`src/rtl/decode_stage.sv`:
```
// Decode/issue stage: decodes ARM data-processing and LDR/STR (immediate offset)
// into datapath controls held in one output pipeline register.
module decode_stage #(
   parameter int REG_AW = 4,
   parameter int DW     = 32
) (
   input  logic              clk,
   input  logic              rst,
   input  logic              in_valid,
   input  logic [DW-1:0]     instr,
   output logic              in_ready,
   input  logic              out_ready,
   input  logic              flush,
   output logic              out_valid,
   output logic [3:0]        cond,
   output logic [REG_AW-1:0] A_addr,
   output logic [REG_AW-1:0] B_addr,
   output logic [REG_AW-1:0] shift_addr,
   output logic              sel_shift,
   output logic [1:0]        shift_op,
   output logic [DW-1:0]     shift_imme,
   output logic              sel_A,
   output logic              sel_B,
   output logic [DW-1:0]     imme_data,
   output logic [2:0]        ALU_op,
   output logic              en_status,
   output logic [REG_AW-1:0] w_addr,
   output logic              w_en,
   output logic              is_load,
   output logic              is_store,
   output logic [REG_AW-1:0] st_addr,
   output logic              undef
);

   localparam logic [3:0] OPC_AND = 4'b0000;
   localparam logic [3:0] OPC_EOR = 4'b0001;
   localparam logic [3:0] OPC_SUB = 4'b0010;
   localparam logic [3:0] OPC_ADD = 4'b0100;
   localparam logic [3:0] OPC_TST = 4'b1000;
   localparam logic [3:0] OPC_CMP = 4'b1010;
   localparam logic [3:0] OPC_ORR = 4'b1100;
   localparam logic [3:0] OPC_MOV = 4'b1101;

   localparam logic [2:0] ALU_ADD = 3'b000;
   localparam logic [2:0] ALU_SUB = 3'b001;
   localparam logic [2:0] ALU_AND = 3'b010;
   localparam logic [2:0] ALU_ORR = 3'b011;
   localparam logic [2:0] ALU_EOR = 3'b100;

   typedef struct packed {
      logic [3:0]        cond;
      logic [REG_AW-1:0] A_addr;
      logic [REG_AW-1:0] B_addr;
      logic [REG_AW-1:0] shift_addr;
      logic              sel_shift;
      logic [1:0]        shift_op;
      logic [DW-1:0]     shift_imme;
      logic              sel_A;
      logic              sel_B;
      logic [DW-1:0]     imme_data;
      logic [2:0]        ALU_op;
      logic              en_status;
      logic [REG_AW-1:0] w_addr;
      logic              w_en;
      logic              is_load;
      logic              is_store;
      logic [REG_AW-1:0] st_addr;
      logic              undef;
   } ctl_t;

   ctl_t dec;
   ctl_t ctl_q;

   logic            rd_rn, rd_rm, rd_rs, rd_rd;
   logic            dp_sup, dp_mov, dp_wen, dp_stat;
   logic [2:0]      dp_alu;
   logic [DW-1:0]   imm8_ext;
   logic [2*DW-1:0] rot_src;
   logic [2*DW-1:0] rot_out;
   logic            ls_form_ok;
   logic            src_hit;
   logic            hazard;
   logic            advance;

   // ARM rotated immediate: imm8 rotated right by twice the 4-bit rotate field.
   assign imm8_ext = {{(DW-8){1'b0}}, instr[7:0]};
   assign rot_src  = {imm8_ext, imm8_ext};
   assign rot_out  = rot_src >> {instr[11:8], 1'b0};

   assign ls_form_ok = instr[24] && !instr[22] && !instr[21];

   // Data-processing opcode classification.
   always_comb begin
      dp_sup  = 1'b1;
      dp_mov  = 1'b0;
      dp_wen  = 1'b1;
      dp_stat = instr[20];
      dp_alu  = ALU_ADD;
      case (instr[24:21])
         OPC_AND: dp_alu = ALU_AND;
         OPC_EOR: dp_alu = ALU_EOR;
         OPC_SUB: dp_alu = ALU_SUB;
         OPC_ADD: dp_alu = ALU_ADD;
         OPC_ORR: dp_alu = ALU_ORR;
         OPC_TST: begin
            dp_alu  = ALU_AND;
            dp_wen  = 1'b0;
            dp_stat = 1'b1;
         end
         OPC_CMP: begin
            dp_alu  = ALU_SUB;
            dp_wen  = 1'b0;
            dp_stat = 1'b1;
         end
         OPC_MOV: begin
            dp_alu = ALU_ADD;
            dp_mov = 1'b1;
         end
         default: begin
            dp_sup  = 1'b0;
            dp_wen  = 1'b0;
            dp_stat = 1'b0;
         end
      endcase
   end

   // Full decode of the offered word; unsupported encodings leave only cond and undef set.
   always_comb begin
      dec      = '0;
      rd_rn    = 1'b0;
      rd_rm    = 1'b0;
      rd_rs    = 1'b0;
      rd_rd    = 1'b0;
      dec.cond = instr[31:28];
      if (instr[27:26] == 2'b00 && dp_sup) begin
         dec.ALU_op    = dp_alu;
         dec.w_en      = dp_wen;
         dec.en_status = dp_stat;
         dec.w_addr    = instr[15:12];
         if (dp_mov) begin
            dec.sel_A = 1'b1;
         end else begin
            dec.A_addr = instr[19:16];
            rd_rn      = 1'b1;
         end
         if (instr[25]) begin
            dec.sel_B     = 1'b1;
            dec.imme_data = rot_out[DW-1:0];
         end else begin
            dec.B_addr   = instr[3:0];
            dec.shift_op = instr[6:5];
            rd_rm        = 1'b1;
            if (instr[4]) begin
               dec.sel_shift  = 1'b1;
               dec.shift_addr = instr[11:8];
               rd_rs          = 1'b1;
            end else begin
               dec.shift_imme = {{(DW-5){1'b0}}, instr[11:7]};
            end
         end
      end else if (instr[27:25] == 3'b010 && ls_form_ok) begin
         dec.A_addr    = instr[19:16];
         dec.sel_B     = 1'b1;
         dec.imme_data = {{(DW-12){1'b0}}, instr[11:0]};
         dec.ALU_op    = instr[23] ? ALU_ADD : ALU_SUB;
         rd_rn         = 1'b1;
         if (instr[20]) begin
            dec.is_load = 1'b1;
            dec.w_en    = 1'b1;
            dec.w_addr  = instr[15:12];
         end else begin
            dec.is_store = 1'b1;
            dec.st_addr  = instr[15:12];
            rd_rd        = 1'b1;
         end
      end else begin
         dec.undef = 1'b1;
      end
   end

   // A load leaving this cycle cannot forward to a reader right behind it: hold that reader one cycle.
   assign src_hit = (rd_rn && dec.A_addr     == ctl_q.w_addr) ||
                    (rd_rm && dec.B_addr     == ctl_q.w_addr) ||
                    (rd_rs && dec.shift_addr == ctl_q.w_addr) ||
                    (rd_rd && dec.st_addr    == ctl_q.w_addr);
   assign hazard   = out_valid && ctl_q.is_load && out_ready && in_valid && src_hit;
   assign advance  = !out_valid || out_ready;
   assign in_ready = !rst && advance && !hazard && !flush;

   // Output pipeline register; a bubble clears every control so nothing stale reaches the datapath.
   always_ff @(posedge clk) begin
      if (rst) begin
         out_valid <= 1'b0;
         ctl_q     <= '0;
      end else if (flush) begin
         out_valid <= 1'b0;
         ctl_q     <= '0;
      end else if (advance) begin
         if (in_valid && in_ready) begin
            out_valid <= 1'b1;
            ctl_q     <= dec;
         end else begin
            out_valid <= 1'b0;
            ctl_q     <= '0;
         end
      end
   end

   assign cond       = ctl_q.cond;
   assign A_addr     = ctl_q.A_addr;
   assign B_addr     = ctl_q.B_addr;
   assign shift_addr = ctl_q.shift_addr;
   assign sel_shift  = ctl_q.sel_shift;
   assign shift_op   = ctl_q.shift_op;
   assign shift_imme = ctl_q.shift_imme;
   assign sel_A      = ctl_q.sel_A;
   assign sel_B      = ctl_q.sel_B;
   assign imme_data  = ctl_q.imme_data;
   assign ALU_op     = ctl_q.ALU_op;
   assign en_status  = ctl_q.en_status;
   assign w_addr     = ctl_q.w_addr;
   assign w_en       = ctl_q.w_en;
   assign is_load    = ctl_q.is_load;
   assign is_store   = ctl_q.is_store;
   assign st_addr    = ctl_q.st_addr;
   assign undef      = ctl_q.undef;

endmodule
```
`config.mk`:
```
export PLATFORM = sky130hd
export DESIGN_NAME = decode_stage
export DESIGN_NICKNAME = d
export VERILOG_FILES = /design/src/rtl/decode_stage.sv
export SDC_FILE = /design/constraint.sdc
export NUM_CORES = 1
export LEC_CHECK = 0
export ABC_AREA = 1
export BUFFER_PORTS_ARGS = -buffer_cell sky130_fd_sc_hd__buf_2
export CORE_UTILIZATION = 46
export DETAILED_ROUTE_END_ITERATION = 6
export PLACE_DENSITY = 0.77
export SKIP_LAST_GASP = 1
export SLEW_MARGIN = 20
export SYNTH_ARGS = -nofsm -noshare
export SYNTH_HDL_FRONTEND = slang
export SYNTH_SLANG_ARGS = --single-unit
```
`constraint.sdc`:
```
create_clock -name clk -period 1.6 [get_ports clk]
set_input_delay 0.16 -clock clk [delete_from_list [all_inputs] [get_ports clk]]
set_output_delay 0.16 -clock clk [all_outputs]
set_load 0.02 [all_outputs]
```
# Word-level counts from Yosys, hierarchy flattened
# Cells that the tools add are included.
dict set report op_classes {
  n_eq_ne 12
  shifts 1
  n_mux 37
  n_reduce_logical 34
}
# operator n
set ops {}
lappend ops {{two-way mux 101 bit} 1}
lappend ops {{two-way mux 36 bit} 2}
lappend ops {{two-way mux 44 bit} 1}
lappend ops {{two-way mux 43 bit} 1}
lappend ops {{>> shifter 40 x 5 -> 32 bit} 1}
lappend ops {{two-way mux 33 bit} 1}
lappend ops {{two-way mux 5 bit} 4}
lappend ops {{two-way mux 1 bit} 19}
lappend ops {{equality test 4 bit} 4}
lappend ops {{equality test 4 bit, second input constant} 4}
lappend ops {{logical AND 1 bit} 16}
lappend ops {{two-way mux 4 bit} 3}
lappend ops {{case mux 3 bit (4 select lines)} 1}
lappend ops {{two-way mux 11 bit} 1}
lappend ops {{OR reduction 2 bit} 4}
lappend ops {{OR reduction 8 bit} 1}
lappend ops {{two-way mux 7 bit} 1}
lappend ops {{zero test 1 bit} 6}
lappend ops {{two-way mux 6 bit} 1}
lappend ops {{OR reduction 6 bit} 1}
lappend ops {{equality test 4 x 1 -> 1 bit, second input constant} 1}
lappend ops {{equality test 4 x 2 -> 1 bit, second input constant} 1}
lappend ops {{equality test 4 x 3 -> 1 bit, second input constant} 1}
lappend ops {{zero test 4 bit} 1}
lappend ops {{4 further kinds} 7}
dict set report totals {
  regBits 102
  inputBits 37
  output_inout_bits 103
  elab_cells 103
}

# Logic depth before layout (Yosys ltp)
# Gate-level depths: netlist (run 1).
dict set report logic_depth {
  depth_word 17
  mapped_depth 14
  mapped_depth_nobuf 13
}

# Worst setup path before layout (run 1)
# No wires, ideal clock.
dict set report synth_path {
  kind {register to register}
  start {reg ctl_q, in the netlist w_addr[1]}
  end {reg ctl_q, in the netlist imme_data[0]}
  setup_time_ps 60
  arrival_ps 1738
  required_time_ps 1540
  path_slack_ps -198
  path_stages_with_launch 14
  n_path_buf 1
  synth_period_minus_slack_ps 1798
  cell_sequence {dfxtp_1 -> clkbuf_2 -> inv_1 -> nand2_1 -> nand2_1 -> nand3_1 -> nor2_1 -> nor2_1 -> nor2_1 -> nor2_1 -> nand2_1 -> a21boi_1 -> nand3_1 -> nand2_1}
}
dict set report synth_between {
  elab_chain_len 11
  elab_cells_between_ends 17
  cone_classes {eq/ne (4); mux (1); reduce/logical (12)}
}
# item line_no
set synth_rtl {}
lappend synth_rtl {{from (decl)} 72} ;# ctl_t ctl_q;
lappend synth_rtl {{from (signal assigned)} 194} ;# ctl_q <= '0;
lappend synth_rtl {{from (signal assigned)} 197} ;# ctl_q <= '0;
lappend synth_rtl {{from (signal assigned)} 201} ;# ctl_q <= dec;
lappend synth_rtl {{equality test 4 bit (on tied branches)} {182, 183}}
lappend synth_rtl {{logical AND 1 bit (on tied branches)} {182, 183}}
lappend synth_rtl {{logical OR 1 bit} 182} ;# assign src_hit = (rd_rn && dec.A_addr == ctl_q.w_addr) ||
lappend synth_rtl {{logical OR 1 bit} 183} ;# (rd_rm && dec.B_addr == ctl_q.w_addr) ||
lappend synth_rtl {{logical OR 1 bit (*)} 184} ;# (rd_rs && dec.shift_addr == ctl_q.w_addr) ||
lappend synth_rtl {{logical AND 1 bit (*)} 186} ;# assign hazard = out_valid && ctl_q.is_load && out_ready && in_valid && src_hit;
lappend synth_rtl {{zero test 1 bit (*)} 188} ;# assign in_ready = !rst && advance && !hazard && !flush;
lappend synth_rtl {{logical AND 1 bit (*) (2 in series)} 188}
lappend synth_rtl {{via in_ready} 11} ;# output logic in_ready,
lappend synth_rtl {{logical AND 1 bit (*)} 199} ;# if (in_valid && in_ready) begin
lappend synth_rtl {{two-way mux 101 bit (*)} 199}
# The timed path passes the listed nets; every way through them passes the cells marked *.
# A chain may end at the register's enable or synchronous reset.

# Final worst setup path (run 1)
dict set report layout_path {
  start {reg ctl_q, in the netlist w_addr[0]}
  end {out in_ready}
}
dict set report layout_between {
  elab_chain_len 9
  elab_cells_between_ends 15
  cone_classes {eq/ne (4); reduce/logical (11)}
}
# item line_no
set layout_rtl {}
lappend layout_rtl {{equality test 4 bit (on tied branches)} {182, 183}}
lappend layout_rtl {{logical AND 1 bit (on tied branches)} {182, 183}}
lappend layout_rtl {{logical OR 1 bit} 182}
lappend layout_rtl {{logical OR 1 bit} 183}
lappend layout_rtl {{logical OR 1 bit (*)} 184}
lappend layout_rtl {{logical AND 1 bit (*)} 186}
lappend layout_rtl {{zero test 1 bit (*)} 188}
lappend layout_rtl {{logical AND 1 bit (*) (2 in series)} 188}
lappend layout_rtl {{to (decl)} 11}
# Every way passes the cells marked *; elsewhere a longest branch is shown, timed or not.

==> results of run 1 <==
==> placed cells by master (no fill, tap or decap), types with 3 or more instances in the layout <==
cell type,synthesis,layout
buf_6,1,8
o221ai_1,3,3
nand2_2,5,8
a31oi_1,3,3
o22ai_2,0,4
buf_4,27,77
dfxtp_4,0,3
nor2_1,27,25
nor2_4,2,3
conb_1,1,27
clkbuf_8,0,10
xnor2_1,10,8
buf_12,0,9
dfxtp_1,75,71
nor3_1,14,13
nand3_1,19,18
o22ai_1,8,4
o21ai_2,8,32
or2_1,3,3
o21ai_1,51,28
o21ai_0,23,22
inv_1,32,30
inv_2,10,11
nand2_1,167,163
nand4_4,3,5
a21oi_1,17,15
buf_2,10,111
nor2_2,6,7
nor4_1,4,4
nor3_2,2,3
or2_2,3,3
nand4_1,10,10
==> flip-flops by register name, summed over array words and instances (netlist names), 2 cells and up <==
name,cells
B_addr,4
ALU_op,3
st_addr,4
cond,4
shift_op,2
w_addr,4
imme_data,32
shift_addr,4
shift_imme,5
A_addr,4
==> area by class of cell <==
class                      instances  area (um^2)
timing repair buffer             208         1470
clock buffer                      10          138
inverter                          43          164
fill                             728         2480
sequential                        75         1510
clock inverter                     6         88.8
multi-input combinational        432         2390
tap                              105          131
==> power breakdown <==
group	internal (mW)	switching, mW
clock network	0.921	0.757
registers	1.87	0.00740
logic	0.281	0.469
==> synth_stat cells (all sizes together) <==
cell type and n:
dfxtp 75, a22o 2, and2 1, xnor2 10, o221ai 3, o31ai 2
o22ai 8, nand2 174, nor3 16, or2 6, a31oi 3, nand3 21
buf 39, xor2 2, a21boi 1, o2111ai 1, nor4 4, nand4 15
clkbuf 17, o21ai 82, a221o 2, nor2 35, a21oi 17, inv 42
clkinv 1, conb 1
==> metal layers <==
| metal | up-vias | global-route usage (%) | share of wire (%) |
|---|---|---|---|
| met3 | 36 | 6.71 | 8.2 |
| met1 | 2137 | 39.8 | 42 |
| met2 | 227 | 50.1 | 46 |
| met4 | 0 | 15.4 | 3.2 |
| met5 | - | 0 | 0 |
| li1 | 2245 | - | - |
==> worst reg2reg max path, cell delays in order (launching register included) <==
cell     delay, ps
dfxtp_4        370
inv_1          100
a21oi_1         80
o21ai_1         80
nor2_1          70
nor2_1         130
nor2_1          60
nor2_1         150
nand2_2        100
buf_6          140
nand2_8         60
nand3_4        160
buf_12         190
buf_16         140
o21ai_2        110
==> logic make-up (layout without fill, tap and decap cells) <==
group | count (synthesis) | after routing | share of synthesized area (%)
xor+xnor | 12 | 12 | 2.58
other cells | 1 | 27 | 0.0920
buf+inv | 99 | 267 | 12.2
compound gates | 121 | 121 | 16.9
flops | 75 | 75 | 36.8
simple gates | 272 | 272 | 31.4
==> per-stage QoR <==
stage | total power [mW] | utilization [%] | hold slack (ps) | cells | instance area, um^2
3_5_place_dp | 2.60 | 62.3 | 423 | 847 | 5220
4_1_cts | 4.29 | 68.4 | 44.0 | 876 | 5730
6_report | 4.31 | 70.4 | 49.4 | 879 | 5900
3_3_place_gp | 2.59 | 62.3 | 407 | 847 | 5220
2_1_floorplan | 2.33 | - | 298 | 606 | 4210
5_1_grt | 4.46 | 70.4 | 52.8 | 879 | 5900
==> timing repair <==
action                     4_1_cts  5_1_grt
buffers inserted                11        7
hold buffers                     0        0
pin swaps                        3       19
gates cloned                     2        1
resized for setup               29       41
setup endpoints to repair       76       76
==> final timing paths <==
kind / startpoint / to / slack [ps] / depth (start not counted)
setup / recovery: w_addr[0] / in_ready / -480 / 11
hold / removal: instr[31] / cond[3] / 50 / 3
setup reg to reg: w_addr[0] / imme_data[3] / -400 / 14
hold reg to reg: sel_shift / sel_shift / 450 / 2
==> PnR_summary.wiki, run 1 <==
{| class="wikitable"
! Metric !! Value
|-
| Top achievable clock speed || 480 MHz
|-
| Deepest level of the CTS H-tree || 3
|-
| Port Buffer Count || 112
|-
| Vias in the first global route || 4214
|-
| TritonCTS clock tree || yes
|-
| Clock period minus final worst setup slack || 2080 ps
|-
| Global-route wire length before repair || 21300 um
|-
| Initial cell density of the core || 48.6%
|-
| Measured slew at the worst slew-check pin || 546 ps
|-
| Total track usage || 31.4%
|-
| Number of vias after detailed routing || 4645
|-
| Synthesized area per cell || 7.03 um^2
|-
| Period utilization || 130%
|-
| Worst setup path class || reg2out
|-
| Maximum number of pins on one net before global-route repair || 29
|-
| P per Cell Area || 730 nW/um^2
|-
| Last weighted congestion value of the routability-driven placer || 0.928
|-
| Cell types with the largest area share after synthesis || dfxtp_1 37%, nand2_1 15%, o21ai_1 6.3%
|-
| Router iterations before antenna repair || 5
|-
| Required time worst endpoint || 1440 ps
|-
| Final clock skew || 8.19 ps
|-
| Total clock sinks || 75
|-
| Routed wirelength normalized by instance count || 16.4 um
|-
| Fraction of layout cells with a size suffix above 1 || 41.0%
|-
| Most frequent CP cell || nor2_1
|-
| Buffers & Inverters on Critical Path || 3
|-
| Number of antenna violations at the first check in global routing || 0
|-
| Violations in the final reports || setup timing
|-
| Cell type with the largest total area after synthesis || dfxtp_1
|-
| Count of standard-cell rows || 33
|-
| Worst-path fanout max || 5
|-
| Deepest clock path buffer count || 2
|-
| Clk pin slew, worst setup/hold paths || 90 ps
|-
| Routed Wire Length || 14500 um
|-
| Count of state elements after synthesis || 75
|-
| Buffer type at the clock tree root || clkbuf_8
|-
| Yosys warning total || 0
|-
| Synthesis-to-layout area growth || 44.8%
|-
| Global-route congestion overflow total || 0
|-
| Setup WS post-layout || -483 ps
|-
| Kind of start point of the critical path || register
|-
| CP peak stage delay || 370 ps
|-
| Number of top-level pins || 140
|-
| Hold crit path type || in2reg
|-
| Antenna fix cells || 0
|-
| Peak VDD IR || 0.506 mV
|-
| Slowest cell on crit path || dfxtp_4
|-
| Post-Place Setup Slack || -221 ps
|-
| Clock latency at the later pin of the worst-skew pair || 350 ps
|-
| Floorplan die width || 96.1 um
|-
| Largest delay share family, worst path || simple AND/OR/NAND/NOR gates
|-
| Result of the run || finished, violations left
|-
| Number of instances in the synthesized netlist || 580
|-
| Number of endpoints failing setup at the final stage || 76
|-
| Data arrival at the endpoint of the critical path || 1920 ps
|-
| Total die area || 9240 um^2
|-
| Chain of cells forming the critical path || inv_1 -> a21oi_1 -> o21ai_1 -> nor2_1 -> nor2_1 -> nor2_1 -> nor2_1 -> nand2_2 -> buf_6 -> a21boi_4 -> buf_6
|-
| Count of nets left with antenna violations after detail routing || 0
|-
| Total Negative Setup Slacks || -23160 ps
|-
| # DRC || 0
|-
| Via-to-Cell Ratio || 5.28
|-
| Post-DP HPWL || 10500 um
|-
| Fin. Hold Viols || 0
|-
| Proportion of netlist area held by the largest area contributor || 36.8%
|-
| Seq/Total Area, Yosys || 36.8%
|-
| Initial detailed-routing violation count || 235
|-
| Area of the core || 8380 um^2
|-
| Vertical extent of the die || 96.1 um
|-
| CP Capture Type || output port
|-
| Syn Std Cell Area || 4080 um^2
|-
| P_leak || 2.73 nW
|-
| Max_slew headroom || 63.5%
|-
| Setup repair after global routing missed its margin || true
|-
| Fin. max-slew vios || 0
|-
| CTS buffer count || 9
|-
| Post-synthesis cell type count || 43
|-
| Maxcap violations || 0
|-
| Nets@finish || 806
|}
Note: power is estimated with default switching activity, not from simulation.
==> run 2, diff against run 1 <==
--- a/config.mk
+++ b/config.mk
@@ -7,9 +7,9 @@
 export LEC_CHECK = 0
 export ABC_AREA = 1
 export BUFFER_PORTS_ARGS = -buffer_cell sky130_fd_sc_hd__buf_2
-export CORE_UTILIZATION = 46
+export CORE_UTILIZATION = 51
 export DETAILED_ROUTE_END_ITERATION = 6
-export PLACE_DENSITY = 0.77
+export PLACE_DENSITY = 0.81
 export SKIP_LAST_GASP = 1
 export SLEW_MARGIN = 20
 export SYNTH_ARGS = -nofsm -noshare
==> constraint.sdc (replaced) <==
create_clock -name clk -period 2.1 [get_ports clk]
set_input_delay 0.21 -clock clk [delete_from_list [all_inputs] [get_ports clk]]
set_output_delay 0.21 -clock clk [all_outputs]
set_load 0.02 [all_outputs]
==> run 2 against run 1 <==
  * Non-clock buffer count shrank 70
  * Critical path type unchanged
  * Wire length shrank 12%
  * Global-route usage shrank 0.69 points
  * Combinational power shrank 40%
  * Die area shrank 9.6%
  * The run now ends clean
  * Worst hold slack gained 55 ps
  * Largest cell class unchanged
==> PnR_summary.wiki, run 2 (synthesis results as in run 1) <==
{| class="wikitable"
! Metric !! Value
|-
| DP Cell Count || 785 (-7.3%)
|-
| Router iterations before antenna repair || 5 (unchanged)
|-
| P_leak || 2.29 nW (-16%)
|-
| Via-to-Cell Ratio || 5.33 (+0.86%)
|-
| Vertical extent of the die || 91.4 um (-4.9%)
|-
| Slowest cell on crit path || dfxtp_4
|-
| Antenna fix cells || 0 (unchanged)
|-
| Total die area || 8350 um^2 (-9.6%)
|-
| Count of standard-cell rows || 32 (-3.0%)
|-
| CP peak stage delay || 390 ps (+20 ps)
|-
| Maxcap violations || 0 (unchanged)
|-
| Peak VDD IR || 0.374 mV (-26%)
|-
| Number of flip-flops in the largest register || 32 (unchanged)
|-
| Number of endpoints failing setup at the final stage || 0 (-100%)
|-
| Setup WS post-layout || 108 ps (+591 ps)
|-
| Worst-path fanout max || 6 (+1)
|-
| Maximum number of pins on one net before global-route repair || 45 (+55%)
|-
| Last weighted congestion value of the routability-driven placer || 0.936 (+0.89%)
|-
| Synthesis-to-layout area growth || 22.2%
|-
| Deepest level of the CTS H-tree || 3 (unchanged)
|-
| Worst setup path class || reg2out
|-
| Chain of cells forming the critical path || inv_1 -> nand2_1 -> nand2_1 -> nand3_1 -> nor2_1 -> nor2_1 -> nor2_1 -> nor2_1 -> nand2_1 -> a21boi_2 -> buf_4
|-
| CTS buffer count || 9 (unchanged)
|-
| Most common cell after layout, fill and taps aside || nand2_1
|-
| Hold crit path type || in2reg
|-
| Launch instance of the worst register-to-register path || w_addr[1]
|-
| Launching instance or port of the critical path || w_addr[1]
|-
| Worst slack on hold paths || 104 ps (+54.8 ps)
|-
| Vias in the first global route || 3799 (-9.8%)
|-
| Clock period minus final worst setup slack || 1990 ps
|-
| Fraction of layout cells with a size suffix above 1 || 29.1% (-12 points)
|-
| Number of top-level pins || 140 (unchanged)
|-
| Result of the run || complete, no violations
|-
| Area of the core || 7730 um^2 (-7.8%)
|-
| Max_slew headroom || 65.7% (+2.3 points)
|-
| Buffer type at the clock tree root || clkbuf_8
|-
| # DRC || 0 (unchanged)
|-
| Clock latency at the later pin of the worst-skew pair || 350 ps (about the same)
|-
| Total track usage || 30.7% (-0.69 points)
|-
| Number of antenna violations at the first check in global routing || 0 (unchanged)
|-
| Period utilization || 94.9%
|-
| Data arrival at the endpoint of the critical path || 1780 ps (-140 ps)
|-
| Kind of start point of the critical path || register
|-
| Fin. max-slew vios || 0 (unchanged)
|-
| CP Capture Type || output port
|-
| Clk pin slew, worst setup/hold paths || 80 ps (about the same)
|-
| Total clock sinks || 75 (unchanged)
|-
| Global-route congestion overflow total || 0 (unchanged)
|-
| Fin. Hold Viols || 0 (unchanged)
|-
| Floorplan die width || 91.4 um (-4.9%)
|-
| Post-DP HPWL || 9600 um (-8.7%)
|-
| Initial detailed-routing violation count || 417 (+77%)
|-
| Measured slew at the worst slew-check pin || 509 ps (-37.7 ps)
|-
| Post-route non-filler standard cell count || 806 (-8.3%)
|-
| Worst min-delay path startpoint || instr[31]
|-
| Nets@finish || 736 (-8.7%)
|-
| Count of nets left with antenna violations after detail routing || 0 (unchanged)
|-
| Port Buffer Count || 112 (unchanged)
|-
| Final clock skew || 10.6 ps (+2.43 ps)
|-
| Deepest clock path buffer count || 2 (unchanged)
|-
| Post-Place Setup Slack || 161 ps (+382 ps)
|-
| P per Cell Area || 619 nW/um^2 (-15%)
|-
| Fraction of the core area covered by cells at the end of the flow || 64.5% (-5.9 points)
|-
| Initial cell density of the core || 52.7% (+4.1 points)
|-
| # fillers || 752 (+3.3%)
|-
| Met2 wirelength from detailed routing || 5810 um (-13%)
|-
| Number of vias after detailed routing || 4296 (-7.5%)
|-
| Routed wirelength normalized by instance count || 15.8 um (-3.8%)
|-
| Most frequent CP cell || nor2_1
|-
| Global-route wire length before repair || 20000 um (-6.1%)
|-
| TritonCTS clock tree || yes
|-
| Highest signal layer in the routed design || met4
|-
| Required time worst endpoint || 1890 ps (+450 ps)
|-
| Met3 routed WL || 918 um (-22%)
|-
| Leading cell types in the layout, fill and taps excluded || 167 x nand2_1, 111 x buf_2, 71 x dfxtp_1
|-
| Top achievable clock speed || 502 MHz
|-
| Routed met1 length || 5870 um (-3.9%)
|-
| Routed Wire Length || 12700 um (-12%)
|}
==> run 2: cell count changes in the layout (fill, tap and decap cells not counted), sizes merged <==
cell      previous run  this run
buf                207       138
clkinvlp             2         1
==> run 2: per-stage QoR <==
stage          area [um^2]  power, mW  TNS [ps]
2_1_floorplan         4170       1.78         0
3_3_place_gp          4720       1.90         0
3_5_place_dp          4720       1.90         0
4_1_cts               4930       3.08         0
5_1_grt               4980       3.19     -6.76
6_report              4980       3.08         0
==> run 2: power breakdown <==
part	internal [mW]	switching, mW
clock	0.667	0.539
sequential	1.43	0.00531
combinational	0.128	0.320
total	2.22	0.864
==> run 2: path summary, 6_finish.rpt <==
check                                     end  slack (ps)  cells past startpoint
worst max-delay path                 in_ready         110                     11
worst min-delay path                  cond[3]         100                      3
worst min register to register      B_addr[0]         460                      2
worst max register to register  shift_imme[4]         200                     14
==> run 2: layout make-up <==
cell class / count / area (um^2) / area share, %
Clock inverter: 5 / 77.6 / 1.56
Tap cell: 102 / 128 / 2.56
Timing Repair Buffer: 138 / 783 / 15.7
Inverter: 43 / 161 / 3.24
Multi-Input combinational cell: 432 / 2190 / 43.9
Sequential cell: 75 / 1510 / 30.4
Clock buffer: 11 / 131 / 2.64
==> run 2: critical path, delay by kind of cell (launching register included) <==
family / cells / cell delay, ps
compound gates: 1 / 220
buf+inv: 2 / 250
flops: 1 / 390
simple gates: 8 / 590
==> run 2: what timing repair did <==
item,in CTS,in global routing
setup buffers,0,5
gates resized for setup,4,7
setup endpoints to repair,1,1
hold buffers,0,0
pin swaps,0,2
==> run 2: routing by layer <==
layer  vias to the layer above  GRT usage (%)
met5                         -              0
met4                         0           7.14
met3                        12           4.77
met2                       220           48.9
met1                      1961           43.3
li1                       2103              -
==> run 3, diff against run 2 <==
--- a/config.mk
+++ b/config.mk
@@ -7,9 +7,12 @@
 export LEC_CHECK = 0
 export ABC_AREA = 1
 export BUFFER_PORTS_ARGS = -buffer_cell sky130_fd_sc_hd__buf_2
-export CORE_UTILIZATION = 51
+export CELL_PAD_IN_SITES_DETAIL_PLACEMENT = 0
+export CELL_PAD_IN_SITES_GLOBAL_PLACEMENT = 1
+export CORE_UTILIZATION = 35
 export DETAILED_ROUTE_END_ITERATION = 6
-export PLACE_DENSITY = 0.81
+export MAX_ROUTING_LAYER = met4
+export PLACE_DENSITY_LB_ADDON = 0.1
 export SKIP_LAST_GASP = 1
 export SLEW_MARGIN = 20
 export SYNTH_ARGS = -nofsm -noshare
==> run 3 against run 2 <==
  * Utilization decreased by 19 points
  * Fmax increased by 0.99%
  * Critical path type unchanged
  * Clock power increased by 17%
  * Count of clock-buffer cells in the layout increased by 2
  * Wire length increased by 5.1%
  * Sequential power about the same
  * Worst hold slack improved by 11 ps
  * Sequential cell count unchanged
  * Clock skew decreased by 4.4 ps
  * Critical path depth decreased by 1
  * Power increased by 7.0%
  * Non-clock buffer count increased by 4
==> PnR_summary.wiki, run 3 (synthesis results as in run 1) <==
{| class="wikitable"
! Metric !! Value
|-
| Result of the run || complete, no violations
|-
| Synthesis-to-layout area growth || 25.7%
|-
| Area occupied by multi-input gates || 2200 um^2 (+0.46%)
|-
| Maxcap violations || 0 (unchanged)
|-
| Nets@finish || 740 (+0.54%)
|-
| Top achievable clock speed || 507 MHz (+0.99%)
|-
| TritonCTS clock tree || yes
|-
| Vias in the first global route || 3717 (-2.2%)
|-
| Hold crit path type || in2reg
|-
| Count of standard-cell rows || 39 (+22%)
|-
| Fraction of the core area covered by cells at the end of the flow || 45.1% (-19 points)
|-
| Worst Hold Path EP || cond[3]
|-
| Routed wirelength normalized by instance count || 15.8 um (-0.30%)
|-
| Router iterations before antenna repair || 5 (unchanged)
|-
| Chain of cells forming the critical path || buf_4 -> xnor2_1 -> nand2_1 -> nor2_1 -> nor2_1 -> nor2_1 -> nor2_1 -> nand2_2 -> a21boi_4 -> buf_6
|-
| CTS buffer count || 9 (unchanged)
|-
| Buffer type at the clock tree root || clkbuf_16
|-
| Total track usage || 23.9% (-6.8 points)
|-
| Count of nets left with antenna violations after detail routing || 0 (unchanged)
|-
| Slack of the worst reg-to-reg path || 340 ps (+140 ps)
|-
| Global-route congestion overflow total || 0 (unchanged)
|-
| Deepest level of the CTS H-tree || 3 (unchanged)
|-
| Number of antenna violations at the first check in global routing || 0 (unchanged)
|-
| # DRC || 0 (unchanged)
|-
| Period utilization || 93.9% (-0.93 points)
|-
| Launch instance of the worst register-to-register path || w_addr[1]
|-
| Kind of start point of the critical path || register
|-
| Fraction of layout cells with a size suffix above 1 || 29.1% (about the same)
|-
| Required time worst endpoint || 1890 ps (about the same)
|-
| Post-DP HPWL || 10400 um (+8.5%)
|-
| Routed Wire Length || 13400 um (+5.1%)
|-
| Largest delay share family, worst path || simple AND/OR/NAND/NOR gates
|-
| Most frequent CP cell || nor2_1
|-
| Setup repair after global routing missed its margin || false
|-
| Maximum number of pins on one net before global-route repair || 34 (-24%)
|-
| P per Cell Area || 644 nW/um^2 (+4.0%)
|-
| Deepest clock path buffer count || 2 (unchanged)
|-
| Final clock skew || 6.26 ps (-4.36 ps)
|-
| Port Buffer Count || 112 (unchanged)
|-
| Number of endpoints failing setup at the final stage || 0 (unchanged)
|-
| Worst setup path class || reg2out
|-
| Global-route wire length before repair || 20700 um (+3.1%)
|-
| Worst-path fanout max || 4 (-2)
|-
| # fillers || 1229 (+63%)
|-
| Area of the core || 11400 um^2 (+47%)
|-
| Count of cells along the worst hold path || 3 (unchanged)
|-
| P_leak || 2.33 nW (+1.8%)
|-
| CP Capture Type || output port
|-
| Clock latency at the later pin of the worst-skew pair || 340 ps (about the same)
|-
| Floorplan die width || 110 um (+20%)
|-
| Last weighted congestion value of the routability-driven placer || 0.876 (-6.5%)
|-
| Vertical extent of the die || 110 um (+20%)
|-
| Worst min-delay path startpoint || instr[31]
|-
| Data arrival at the endpoint of the critical path || 1760 ps (-20 ps)
|-
| Clock period minus final worst setup slack || 1970 ps (-19.5 ps)
|-
| Fin. Hold Viols || 0 (unchanged)
|-
| Clk pin slew, worst setup/hold paths || 60 ps (-20 ps)
|-
| Total Negative Setup Slacks || 0 ps (unchanged)
|-
| Launching instance or port of the critical path || w_addr[1]
|-
| Number of cells on the critical path || 10 (-1)
|-
| FF-to-FF path depth || 10 (-4)
|-
| Via-to-Cell Ratio || 4.92 (-7.7%)
|-
| Initial cell density of the core || 35.8% (-17 points)
|-
| Total die area || 12100 um^2 (+45%)
|-
| Buffers & Inverters on Critical Path || 2 (unchanged)
|-
| CP peak stage delay || 330 ps (-60 ps)
|-
| Number of top-level pins || 140 (unchanged)
|-
| Most common cell after layout, fill and taps aside || nand2_1
|-
| End of the worst register-to-register path || imme_data[5]
|-
| Cts hold-fix bufs || 0 (unchanged)
|-
| Antenna fix cells || 0 (unchanged)
|-
| Peak VDD IR || 0.397 mV (+6.2%)
|-
| Slowest cell on crit path || dfxtp_1
|-
| Total clock sinks || 75 (unchanged)
|-
| Leading cell types in the layout, fill and taps excluded || 166 x nand2_1, 111 x buf_2, 72 x dfxtp_1
|-
| Fin. max-slew vios || 0 (unchanged)
|-
| Number of vias after detailed routing || 4182 (-2.7%)
|-
| Number of flip-flops in the largest register || 32 (unchanged)
|-
| Sequential cell area || 1510 um^2 (-0.41%)
|-
| Initial detailed-routing violation count || 287 (-31%)
|}
==> run 3: changes by cell type in the layout (fill, tap and decap cells not counted), sizes merged <==
cell	change
buf	+4
bufinv	-2
clkbuf	+2
clkinv	-1
==> run 3: stage by stage <==
stage | hold slack (ps) | setup WS, ps | area, um^2 | power [mW] | std cells
2_1_floorplan | 348 | 302 | 4170 | 1.78 | 606
3_3_place_gp | 438 | 209 | 4830 | 1.92 | 835
3_5_place_dp | 444 | 173 | 4830 | 1.92 | 835
4_1_cts | 110 | 44.3 | 5100 | 3.32 | 850
5_1_grt | 139 | 11.2 | 5120 | 3.44 | 850
6_report | 116 | 127 | 5120 | 3.30 | 850
==> run 3: timing repair <==
item                       CTS  global route
gates resized for setup      2             7
cloned                       0             0
pin swaps                    0             1
setup buffers                0             0
setup endpoints to repair    1             1
==> run 3: report_power, final <==
part	leakage, nW	switching [mW]	internal (mW)	total, mW
Combinational	1.60	0.320	0.135	0.455
Clock	0.126	0.586	0.825	1.41
Sequential	0.606	0.00537	1.43	1.44
==> run 3: layout make-up <==
| class | instances | share of cell area, % |
|---|---|---|
| multi-input cells | 432 | 42.9 |
| flip-flops and latches | 75 | 29.4 |
| clock buffers | 13 | 4.88 |
| repair buffers | 142 | 15.9 |
| inverters | 43 | 3.15 |
| well taps | 143 | 3.49 |
| clock inverters | 2 | 0.244 |
==> run 3: worst register-to-register path: cells and delay by family (launching register included) <==
family          cells  cell delay, ps
flops               1             370
buf+inv             2             350
compound gates      1             110
simple gates        6             690
xor+xnor            1             120
==> run 3: worst max-delay path by stage <==
stage                     slack (ps)            end
after floorplan                  300   imme_data[0]
after global placement           210  imme_data[24]
after detailed placement         170      w_addr[0]
after CTS                         40       in_ready
after global routing              10       in_ready
final                            130       in_ready
==> run 3: per-layer routing <==
| metal | up-vias | GRT usage [%] | part of all wire (%) |
|---|---|---|---|
| met4 | 0 | 7.43 | 1.3 |
| met1 | 1928 | 34.3 | 50 |
| li1 | 2116 | - | - |
| met5 | - | - | 0 |
| met2 | 126 | 33.8 | 43 |
| met3 | 12 | 3.85 | 5.6 |
